<file path="src/rtl/multdiv_issue_ctrl.sv">
// rtl/multdiv_issue_ctrl.sv - execute-stage issue/stall/writeback controller for the iterative multdiv unit
module multdiv_issue_ctrl #(
    parameter int          TIMEOUT = 40,
    parameter logic [31:0] EXC_MUL = 32'd4,
    parameter logic [31:0] EXC_DIV = 32'd5
) (
    input  logic        clock,
    input  logic        clr,
    input  logic        op_mult,
    input  logic        op_div,
    input  logic [31:0] operand_a,
    input  logic [31:0] operand_b,
    input  logic [4:0]  rd,
    input  logic [31:0] md_result,
    input  logic        md_exception,
    input  logic        md_ready,
    output logic        ctrl_mult,
    output logic        ctrl_div,
    output logic [31:0] md_a,
    output logic [31:0] md_b,
    output logic        stall,
    output logic        wb_valid,
    output logic [4:0]  wb_rd,
    output logic [31:0] wb_data
);

    typedef enum logic [1:0] {IDLE, START, BUSY, WB} state_t;

    localparam logic [5:0] LAST   = 6'(TIMEOUT - 1);
    localparam logic [4:0] RSTATUS = 5'd30;

    state_t      state_q, state_d;
    logic [5:0]  cnt_q, cnt_d;
    logic [4:0]  rd_q, rd_d;
    logic        is_div_q, is_div_d;
    logic        ctrl_mult_d, ctrl_div_d, wb_valid_d;
    logic [31:0] md_a_d, md_b_d, wb_data_d;
    logic [4:0]  wb_rd_d;
    logic [31:0] exc_code;

    assign exc_code = is_div_q ? EXC_DIV : EXC_MUL;

    always_ff @(posedge clock or posedge clr) begin
        if (clr) begin
            state_q   <= IDLE;
            cnt_q     <= '0;
            rd_q      <= '0;
            is_div_q  <= 1'b0;
            ctrl_mult <= 1'b0;
            ctrl_div  <= 1'b0;
            md_a      <= '0;
            md_b      <= '0;
            wb_valid  <= 1'b0;
            wb_rd     <= '0;
            wb_data   <= '0;
        end else begin
            state_q   <= state_d;
            cnt_q     <= cnt_d;
            rd_q      <= rd_d;
            is_div_q  <= is_div_d;
            ctrl_mult <= ctrl_mult_d;
            ctrl_div  <= ctrl_div_d;
            md_a      <= md_a_d;
            md_b      <= md_b_d;
            wb_valid  <= wb_valid_d;
            wb_rd     <= wb_rd_d;
            wb_data   <= wb_data_d;
        end
    end

    always_comb begin
        state_d     = state_q;
        cnt_d       = cnt_q;
        rd_d        = rd_q;
        is_div_d    = is_div_q;
        md_a_d      = md_a;
        md_b_d      = md_b;
        ctrl_mult_d = 1'b0;
        ctrl_div_d  = 1'b0;
        wb_valid_d  = 1'b0;
        wb_rd_d     = wb_rd;
        wb_data_d   = wb_data;
        stall       = 1'b0;

        case (state_q)
            IDLE: begin
                stall = op_mult | op_div;
                if (op_mult | op_div) begin
                    md_a_d      = operand_a;
                    md_b_d      = operand_b;
                    rd_d        = rd;
                    // mult has priority when both decode bits are set
                    is_div_d    = ~op_mult;
                    ctrl_mult_d = op_mult;
                    ctrl_div_d  = ~op_mult;
                    state_d     = START;
                end
            end
            START: begin
                stall   = 1'b1;
                cnt_d   = '0;
                state_d = BUSY;
            end
            BUSY: begin
                stall = 1'b1;
                cnt_d = cnt_q + 6'd1;
                if (md_ready) begin
                    wb_valid_d = md_exception | (rd_q != 5'd0);
                    wb_rd_d    = md_exception ? RSTATUS : rd_q;
                    wb_data_d  = md_exception ? exc_code : md_result;
                    state_d    = WB;
                end else if (cnt_q == LAST) begin
                    // watchdog: the unit never answered, report it as an exception
                    wb_valid_d = 1'b1;
                    wb_rd_d    = RSTATUS;
                    wb_data_d  = exc_code;
                    state_d    = WB;
                end
            end
            WB: begin
                state_d = IDLE;
            end
            default: begin
                state_d = IDLE;
            end
        endcase
    end

endmodule

</file>
<file path="config.mk">
export PLATFORM = sky130hd
export DESIGN_NAME = multdiv_issue_ctrl
export DESIGN_NICKNAME = d
export VERILOG_FILES = /design/src/rtl/multdiv_issue_ctrl.sv
export SDC_FILE = /design/constraint.sdc
export NUM_CORES = 1
export LEC_CHECK = 0
export ABC_AREA = 1
export BUFFER_PORTS_ARGS = -buffer_cell sky130_fd_sc_hd__buf_2
export CAP_MARGIN = 20
export CELL_PAD_IN_SITES_DETAIL_PLACEMENT = 2
export CELL_PAD_IN_SITES_GLOBAL_PLACEMENT = 2
export CORE_AREA = 2 2 196 102
export DETAILED_ROUTE_END_ITERATION = 8
export DIE_AREA = 0 0 198 104
export GPL_TIMING_DRIVEN = 0
export HOLD_SLACK_MARGIN = 0.06
export PLACE_DENSITY_LB_ADDON = 0.2
export REMOVE_ABC_BUFFERS = 1
export SETUP_SLACK_MARGIN = 0.2
export SKIP_CTS_REPAIR_TIMING = 1
export SLEW_MARGIN = 30
export SYNTH_ARGS = -nofsm -noshare
export SYNTH_HDL_FRONTEND = slang
export SYNTH_SLANG_ARGS = --single-unit
</file>
<file path="constraint.sdc">
create_clock -name clock -period 4.8 [get_ports clock]
set_clock_uncertainty 0.1 [all_clocks]
set_input_delay 0.48 -clock clock [delete_from_list [all_inputs] [get_ports clock]]
set_output_delay 0.48 -clock clock [all_outputs]
set_load 0.005 [all_outputs]
</file>
# Yosys cells after proc, flatten, opt, wreduce, memory -nomap -nowiden

Cells that the tools add are included.

Bits of input ports: 107
Output and inout port bits: 105
Flip-flop bits (word level): 118

Muxes and demuxes: 20
$add $sub $neg: 1
Bitwise logic cells: 3
Equal/unequal tests: 6
Reductions and logical operators: 8

Operators by type and width:

| cell                                                | count |
|---|---|
| two-way mux 32 bit                                  | 3 |
| two-way mux 5 bit                                   | 3 |
| one-hot mux 6 bit (2 select lines)                  | 1 |
| two-way mux 1 bit                                   | 8 |
| one-hot mux 2 bit (4 select lines)                  | 1 |
| adder 6 x 1 -> 6 bit, second input constant         | 1 |
| equality test 6 bit, second input constant          | 1 |
| two-way mux 2 bit                                   | 3 |
| AND reduction 2 bit                                 | 3 |
| nonzero test 5 bit                                  | 1 |
| equality test 2 bit, second input constant          | 2 |
| nonzero test 2 bit                                  | 2 |
| != test 3 bit, second input constant                | 1 |
| equality test 2 x 1 -> 1 bit, second input constant | 1 |
| logical NOT 2 bit                                   | 1 |
| != test 2 bit, second input constant                | 1 |
| OR 1 bit                                            | 2 |
| one-hot mux 1 bit (2 select lines)                  | 1 |
| OR reduction 2 bit                                  | 1 |
| inverter 1 bit                                      | 1 |

# Depth between registers and ports, before layout

Gate-level depths: netlist (run 1).

Word-level depth: 4
Gate-level depth with buffers: 10
Gate-level depth less buffers: 8

# Least setup slack after synthesis (run 1)

Ideal clock, no wire load.

Kind: flip-flop to output port
From: register state_q[0]
To: output port stall
Data arrival time: 1,166 ps
Path slack: 3,054 ps
Data required time: 4,220 ps
Path buffers: 1
Stages on the path, launching flop included: 8
Cell sequence: dfrtp_1 > inv_1 > ha_1 > nand2_1 > nand2_1 > clkbuf_1 > o21bai_1 > inv_1

Cells in the longest elaborated chain, start to end: 3

RTL lines:

| what                                                                       | RTL line | RTL |
|---|---|---|
| from (decl)                                                                | 32       | `state_t state_q, state_d;` |
| from (signal assigned)                                                     | 57       | `state_q <= state_d;` |
| equality test 2 bit / equality test 2 x 1 -> 1 bit (equally long branches) | 85       | `case (state_q)` |
| OR reduction 2 bit (no source line)                                        | n/a      |  |
| one-hot mux 1 bit (2 select lines) *                                       | 85       |  |
| to (decl)                                                                  | 21       | `output logic stall,` |

Mark *: on every way between the ends. The rest lies on a longest branch, timed or not.

# Worst setup path after layout (run 1)

Same ends and word-level chain as after synthesis.

==> results.py, run 1 <==
metrics = {
    "route": {
        "drc_errors": 0,
        "antenna_left": 0,
        "drtIter0Drc": 66,
        "wirelength_um": 15700,
        "routedWlPerCell_um": 15.4,
        "num_vias": 4310,
        "viasPerCell": 4.22,
        "drt-pass1-iter-count": 4,
    },
    "worst_hold_path": {
        "hold_path_class": "primary input to asynchronous set/reset pin",
    },
    "sta": {
        "relSlewSlack": 0.605,
        "grt_setup_unrepaired": "false",
        "setup_viol": 0,
        "drv_slew": 0,
        "period_needed_ns": 2.77,
        "max_freq_mhz": 361,
        "holdWs_ns": 0.0424,
        "setup_ws_ns": 2.03,
        "hold_violations": 0,
        "fin_crit_sh": 0.577,
        "worst_pin_slew_ns": 0.592,
    },
    "global_route": {
        "grt-ovfl-total": 0,
        "antenna_found_initial": 3,
        "grt_pass1_wl_um": 26000,
        "track_usage": 0.161,
        "grt_max_degree": 73,
        "grt_pass1_vias": 5012,
    },
    "power": {
        "ir_worst_vdd_v": 0.000232,
        "seq_power_share": 0.368,
        "leakagePower_nw": 3.75,
        "power_frac_clock": 0.279,
        "combPwrFrac": 0.353,
        "swShare": 0.361,
        "p_per_area_nw_per_um2": 680,
        "internal-power_mw": 2.94,
        "power.switching_mw": 1.66,
    },
    "cts": {
        "numCtsBuffers": 17,
        "clkLatencyLatePin_ns": 0.40,
        "cts_sinks": 118,
        "path_clk_slew_ns": 0.06,
        "cts_tree": "done",
        "cts_htree_levels": 4,
        "clockBufferDepth": 2,
        "cts_root_buffer": "clkbuf_16",
    },
    "finish": {
        "drive_gt1_frac": 0.374,
        "fin_nets": 854,
        "area_growth_pct": 39.7,
        "design_area_um2": 6760,
        "nFillCells": 2191,
        "post_layout_nonfiller_instances": 1021,
    },
    "worst_setup_path": {
        "critPathMaxStageDelay_ns": 0.40,
        "cp_slowest_cell": "dfrtp_1",
        "cpMostUsedCell": "inv_1",
        "crit_path_max_fanout": 42,
        "critPathCaptureType": "output port",
        "rrSetupSlack_ns": 2.73,
        "startpoint_type": "flip-flop",
        "arrival_ns": 2.19,
        "critical_path.cell_chain": "inv_1 > ha_1 > nand2_1 > nand2_4 > buf_12 > o21bai_1 > inv_1 > buf_2",
        "crit_type": "flip-flop to output port",
        "reg2reg_from": "state_q[0]$_DFFE_PP0P_",
        "reg2regPathDepth": 8,
        "r2r-end": "md_b[2]$_DFFE_PP0P_",
        "crit_path_end": "stall",
        "crit_start": "state_q[0]$_DFFE_PP0P_",
        "cp.required_ns": 4.22,
    },
    "run_status": {
        "status": "completed",
    },
    "placed_design": {
        "dpl_cell_area_um2": 6170,
        "io_buffers": 211,
        "place_inst": 990,
        "detailedPlace.worstSlack_ns": 2.40,
        "place_congestion": 0.723,
        "dpl.hpwl_um": 11600,
    },
    "yosys": {
        "synthTopCellsByArea": "dfrtp_1 (61%), nand2_1 (22%), o21ai_2 (5.1%), buf_2 (1.8%), buf_6 (1.6%)",
        "synth_top_area_frac": 0.610,
        "synth_cell_types": 21,
        "ys.warnings.count": 0,
        "syn_area_um2": 4840,
        "synth.avg_cell_area_um2": 9.02,
        "syn_inst": 536,
        "synth-edff-count": 0,
        "async_reset_ff_frac": 1.00,
        "synth_ff_type": "dfrtp_1",
        "synth-seq-cells": 118,
        "seq_area_frac_synth": 0.610,
        "yosysTopAreaCell": "dfrtp_1",
    },
    "floorplan": {
        "core_um2": 19000,
        "initial_core_util": 0.255,
        "core.rowCount": 36,
        "die-area_um2": 20600,
        "die_h_um": 104,
        "io_pins": 212,
        "die_x_um": 198,
    },
    "flow_run": {
        "drv_cap": 0,
    },
}
## metrics by stage
step / power [mW] / setup TNS (ns) / utilization
2_1_floorplan: 2.51 / 0 / -
3_3_place_gp: 3.24 / -122.42 / 0.319
3_5_place_dp: 3.39 / 0 / 0.325
4_1_cts: 4.72 / 0 / 0.356
5_1_grt: 5.00 / 0 / 0.356
6_report: 4.60 / 0 / 0.356
## power groups by stage
stage | clock network [mW] | logic [mW] | registers, mW
finish | 1.28 | 1.62 | 1.69
CTS | 1.33 | 1.68 | 1.70
floorplan | 0 | 0.784 | 1.72
global route | 1.37 | 1.87 | 1.76
detailed placement | 0 | 1.68 | 1.71
global placement | 0 | 1.57 | 1.68
## critical path, delay by kind of cell, from the launching register on
family	cells	cell delay (ns)
flops	1	0.40
fa+ha+maj	1	0.24
compound gates	1	0.11
buf+inv	4	0.55
simple gates	2	0.48
## flip-flops by register name, summed over array words and instances, names as in the netlist, 2 cells and up
register,flops
wb_rd,5
cnt_q,6
wb_data,32
md_a,32
rd_q,5
state_q,2
md_b,32
## logic make-up (layout without fill, tap and decap cells)
logic type      Yosys count  count (layout)  synth area share
simple gates            321             321             0.257
flops                   118             118             0.610
buf+inv                  47             265            0.0517
compound gates           46              46            0.0704
fa+ha+maj                 4               4            0.0103
other cells               0               1                 0
## routing by layer
layer / vias to the layer above / part of all wire / global-route usage / routed length [µm]
met4: 2 / 0.0082 / 0.0435 / 128
met2: 97 / 0.47 / 0.266 / 7420
li1: 2056 / - / - / -
met1: 2140 / 0.44 / 0.192 / 6840
met5: - / 0.00083 / 0 / 13
met3: 15 / 0.081 / 0.0707 / 1270
## Yosys cell counts, types with 3 or more instances
| library cell | instances |
|---|---|
| nand3_1 | 6 |
| clkbuf_1 | 3 |
| o21ai_0 | 8 |
| nor2_1 | 14 |
| dfrtp_1 | 118 |
| buf_6 | 7 |
| o21ai_1 | 4 |
| buf_2 | 17 |
| ha_1 | 4 |
| a21oi_1 | 4 |
| o21ai_2 | 28 |
| inv_1 | 20 |
| nor3_1 | 3 |
| nand2_1 | 289 |
## worst min-delay path by stage
stage / cells past startpoint / startpoint / endpoint / slack (ns)
finish: 2 / clr / md_a[1]$_DFFE_PP0P_ / 0.04
global route: 2 / clr / md_b[16]$_DFFE_PP0P_ / 0.08
CTS: 2 / clr / md_a[1]$_DFFE_PP0P_ / 0.05
detailed placement: 2 / md_b[1]$_DFFE_PP0P_ / md_b[1]$_DFFE_PP0P_ / 0.36
global placement: 2 / md_a[25]$_DFFE_PP0P_ / md_a[25]$_DFFE_PP0P_ / 0.35
floorplan: 2 / is_div_q$_DFFE_PP0P_ / is_div_q$_DFFE_PP0P_ / 0.35
## area by class of cell
type / count / area, µm² / area share
Clock inverter: 10 / 130 / 0.0193
Clock buffer: 20 / 457 / 0.0676
Sequential cell: 118 / 2950 / 0.437
Antenna cell: 1 / 2.50 / 0.000370
Tap cell: 266 / 333 / 0.0493
Timing Repair Buffer: 215 / 1150 / 0.170
Multi-Input combinational cell: 371 / 1650 / 0.244
Inverter: 20 / 85.1 / 0.0126
## placed cells by master (no fill, tap or decap), drive strengths merged
master	synthesis	final
nand2	291	291
buf	24	215
dfrtp	118	118
o21ai	40	40
inv	20	20
clkbuf	3	20
nor2	16	16
nand3	7	7
clkinv	0	5
a21oi	4	4
ha	4	4
nor3	3	3
bufinv	0	3
o21bai	2	2
nand4	2	2
clkinvlp	0	2
diode	0	1
or2	1	1
nor3b	1	1
(Power assumes the default switching activity.)
==> run 2: changes to the inputs <==
- clock period: 4.8 -> 2.55 ns (I/O delays scaled with it)
==> results.py, run 2 (synthesis gave the netlist of run 1 again) <==
metrics = {
    "run_status": {
        "status": "completed",
    },
    "finish": {
        "antennaDiodeCount": 0,
        "layout_commonest_cell": "nand2_1",
        "final_cell_mix": "nand2_1 (286), buf_2 (211), dfrtp_1 (118), dlygate4sd3_1 (102), o21ai_2 (28)",
        "utilization": 0.413,
        "area_growth_pct": 61.9,
        "drive_gt1_frac": 0.334,
        "fin_nets": 958,
        "top_regs": "md_a x32, md_b x32, wb_data x32",
    },
    "power": {
        "leakagePower_nw": 4.20,
        "ir_worst_vdd_v": 0.000441,
        "p_per_area_nw_per_um2": 1150,
    },
    "global_route": {
        "grt_pass1_vias": 5012,
        "grt_pass1_wl_um": 26000,
        "antenna_found_initial": 0,
        "track_usage": 0.161,
        "grt-ovfl-total": 0,
        "grt_max_degree": 73,
    },
    "floorplan": {
        "io_pins": 212,
        "core.rowCount": 36,
        "initial_core_util": 0.255,
        "die_h_um": 104,
        "die_x_um": 198,
        "die-area_um2": 20600,
        "core_um2": 19000,
    },
    "sta": {
        "setup_viol": 0,
        "grt_setup_unrepaired": "false",
        "max_freq_mhz": 450,
        "totalNegativeSetupSlack_ns": 0,
        "fin_crit_sh": 0.872,
        "holdWs_ns": 0.149,
        "relSlewSlack": 0.580,
        "period_needed_ns": 2.22,
        "setup_ws_ns": 0.326,
        "worst_pin_slew_ns": 0.629,
        "drv_slew": 0,
        "hold_violations": 0,
    },
    "cts": {
        "path_clk_slew_ns": 0.05,
        "cts_root_buffer": "clkbuf_16",
        "clkLatencyLatePin_ns": 0.41,
        "cts_sinks": 118,
        "numCtsBuffers": 17,
        "cts_htree_levels": 4,
        "cts_tree": "done",
        "clockBufferDepth": 2,
    },
    "route": {
        "routedWlPerCell_um": 16.5,
        "drc_errors": 0,
        "drtIter0Drc": 88,
        "wirelength_um": 18500,
        "antenna_left": 0,
        "viasPerCell": 4.25,
        "drt-pass1-iter-count": 4,
        "num_vias": 4776,
    },
    "worst_setup_path": {
        "critPathCaptureType": "output port",
        "crit_path_max_fanout": 42,
        "startpoint_type": "flip-flop",
        "arrival_ns": 1.87,
        "cp.required_ns": 2.19,
        "crit_type": "flip-flop to output port",
    },
    "placed_design": {
        "io_buffers": 211,
        "dpl.hpwl_um": 11600,
        "place_congestion": 0.723,
        "detailedPlace.worstSlack_ns": 0.376,
    },
    "flow_run": {
        "drv_cap": 0,
    },
    "worst_hold_path": {
        "hold_path_class": "primary input to flip-flop",
    },
}
-- run 2: metal layers --
metal / vias up / GRT usage / wire, µm
li1: 2266 / - / -
met1: 2388 / 0.192 / 8030
met2: 103 / 0.266 / 9300
met3: 19 / 0.0707 / 970
met4: 0 / 0.0435 / 196
met5: - / 0 / 0
-- run 2: cell type report --
cell class	instances	area, µm²
Clock buffer	20	457
Clock inverter	10	130
Fill cell	2126	11100
Inverter	20	85.1
Multi-Input combinational cell	372	1690
Sequential cell	118	2950
Tap cell	266	333
Timing Repair Buffer	318	2180
-- run 2: worst paths after layout --
path / to / slack (ns) / startpoint / depth (start not counted)
max: stall / 0.33 / state_q[0]$_DFFE_PP0P_ / 8
min reg2reg: md_a[26]$_DFFE_PP0P_ / 0.37 / md_a[26]$_DFFE_PP0P_ / 2
max reg2reg: md_a[24]$_DFFE_PP0P_ / 0.50 / state_q[0]$_DFFE_PP0P_ / 9
max in group asynchronous: wb_data[2]$_DFFE_PP0P_ / 1.33 / clr / 4
min: ctrl_div$_DFF_PP0_ / 0.15 / op_div / 3
min in group asynchronous: md_b[25]$_DFFE_PP0P_ / 0.38 / clr / 3
-- run 2: worst max-delay path: stages, from the launching register on --
cell	delay [ns]
dfrtp_1	0.40
inv_1	0.13
ha_4	0.20
nand2_4	0.12
nand2_8	0.10
buf_12	0.20
o21bai_1	0.11
inv_1	0.08
buf_2	0.11
-- run 2: per-stage QoR --
stage	power [mW]	instance area, µm²	instances
floorplan	4.72	4660	509
global placement	6.11	6050	986
detailed placement	6.38	6170	990
CTS	8.89	6760	1020
global route	9.76	7830	1124
finish	9.04	7830	1124
-- run 2: report_power, final --
part,switching [mW],internal (mW),total (mW)
Combinational,2.01,1.40,3.40
Clock,0.860,1.57,2.43
Sequential,0.479,2.73,3.21
Total,3.34,5.69,9.04
==> run 3: changes to the inputs <==
- PLACE_DENSITY: not set -> 0.89
- PLACE_DENSITY_LB_ADDON: 0.2 -> not set
==> results.py, run 3 (synthesis gave the netlist of run 1 again) <==
metrics = {
    "run_status": {
        "status": "completed",
    },
    "floorplan": {
        "initial_core_util": 0.255,
        "core.rowCount": 36,
        "core_um2": 19000,
        "die-area_um2": 20600,
        "die_h_um": 104,
        "io_pins": 212,
        "die_x_um": 198,
    },
    "cts": {
        "cts_sinks": 118,
        "clockBufferDepth": 2,
        "cts_htree_levels": 4,
        "numCtsBuffers": 17,
        "clkLatencyLatePin_ns": 0.40,
        "cts_root_buffer": "clkbuf_16",
        "cts_tree": "done",
        "path_clk_slew_ns": 0.05,
    },
    "finish": {
        "layout_commonest_cell": "nand2_1",
        "drive_gt1_frac": 0.332,
        "top_regs": "md_a x32, md_b x32, wb_data x32",
        "final_cell_mix": "nand2_1 (286), buf_2 (211), dfrtp_1 (118), dlygate4sd3_1 (102), o21ai_2 (28)",
        "fin_nets": 956,
        "nFillCells": 2082,
        "utilization": 0.410,
        "area_growth_pct": 60.6,
    },
    "route": {
        "num_vias": 4821,
        "drt-pass1-iter-count": 4,
        "routedWlPerCell_um": 18.6,
        "wirelength_um": 20900,
        "viasPerCell": 4.29,
        "drc_errors": 0,
        "antenna_left": 0,
        "drtIter0Drc": 143,
    },
    "placed_design": {
        "io_buffers": 211,
        "dpl.hpwl_um": 12200,
        "place_congestion": 0.707,
    },
    "global_route": {
        "grt_pass1_wl_um": 26900,
        "grt-ovfl-total": 0,
        "grt_pass1_vias": 4879,
        "track_usage": 0.171,
        "grt_max_degree": 62,
        "antenna_found_initial": 0,
    },
    "flow_run": {
        "drv_cap": 0,
    },
    "sta": {
        "setup_viol": 0,
        "totalNegativeSetupSlack_ns": 0,
        "holdWs_ns": 0.116,
        "relSlewSlack": 0.586,
        "grt_setup_unrepaired": "false",
        "period_needed_ns": 2.22,
        "worst_pin_slew_ns": 0.620,
        "max_freq_mhz": 451,
        "drv_slew": 0,
        "hold_violations": 0,
        "fin_crit_sh": 0.869,
    },
    "worst_setup_path": {
        "critPathCaptureType": "output port",
        "crit_path_max_fanout": 33,
        "startpoint_type": "flip-flop",
        "cp.required_ns": 2.19,
        "crit_type": "flip-flop to output port",
        "arrival_ns": 1.86,
    },
    "power": {
        "ir_worst_vdd_v": 0.000421,
        "leakagePower_nw": 4.17,
        "p_per_area_nw_per_um2": 1170,
    },
    "worst_hold_path": {
        "hold_path_class": "primary input to flip-flop",
    },
}
-- run 3: worst max-delay path: stages (launching register included) --
cell and delay [ns]:
dfrtp_1 0.38, inv_1 0.08, ha_1 0.28, nand2_2 0.15
nand2_8 0.18, o21bai_2 0.20, inv_1 0.06, buf_2 0.13
-- run 3: worst paths after layout --
path	cells after the start	startpoint	slack (ns)	to
worst max-delay path	7	state_q[0]$_DFFE_PP0P_	0.33	stall
worst min-delay path	3	op_div	0.12	ctrl_div$_DFF_PP0_
worst max register to register	8	state_q[0]$_DFFE_PP0P_	0.48	md_a[16]$_DFFE_PP0P_
worst min register to register	2	md_a[26]$_DFFE_PP0P_	0.36	md_a[26]$_DFFE_PP0P_
max in group asynchronous	4	clr	1.32	wb_rd[1]$_DFFE_PP0P_
min in group asynchronous	3	clr	0.34	md_b[17]$_DFFE_PP0P_
-- run 3: final cells by class --
| type | instances | area, µm² | area share |
|---|---|---|---|
| Antenna cell | 1 | 2.50 | 0.000322 |
| Clock buffer | 21 | 450 | 0.0580 |
| Clock inverter | 11 | 108 | 0.0139 |
| Inverter | 20 | 85.1 | 0.0110 |
| Multi-Input combinational cell | 371 | 1660 | 0.214 |
| Sequential cell | 118 | 2950 | 0.380 |
| Tap cell | 266 | 333 | 0.0428 |
| Timing Repair Buffer | 317 | 2170 | 0.280 |
-- run 3: report_power, final --
part           internal (mW)  switching (mW)  leakage (nW)
Sequential              2.73           0.539          1.50
Combinational           1.34            2.12          2.39
Clock                   1.45           0.875         0.280
-- run 3: per-layer routing --
layer  wire length, µm  share of wire  global-route usage
met1              9010           0.43               0.209
met2             10400           0.50               0.275
met3              1310          0.063              0.0759
met4               145         0.0069              0.0403
met5                 0              0                   0
-- run 3: stage by stage --
stage          total power, mW  cell area, µm²  std cells  setup slack (ns)
3_3_place_gp              6.15            6050        986             -3.42
2_1_floorplan             4.72            4660        509            -0.960
3_5_place_dp              6.41            6170        990             0.379
6_report                  9.06            7770       1125             0.334
5_1_grt                   9.72            7760       1124             0.202
4_1_cts                   8.84            6730       1022            0.0889
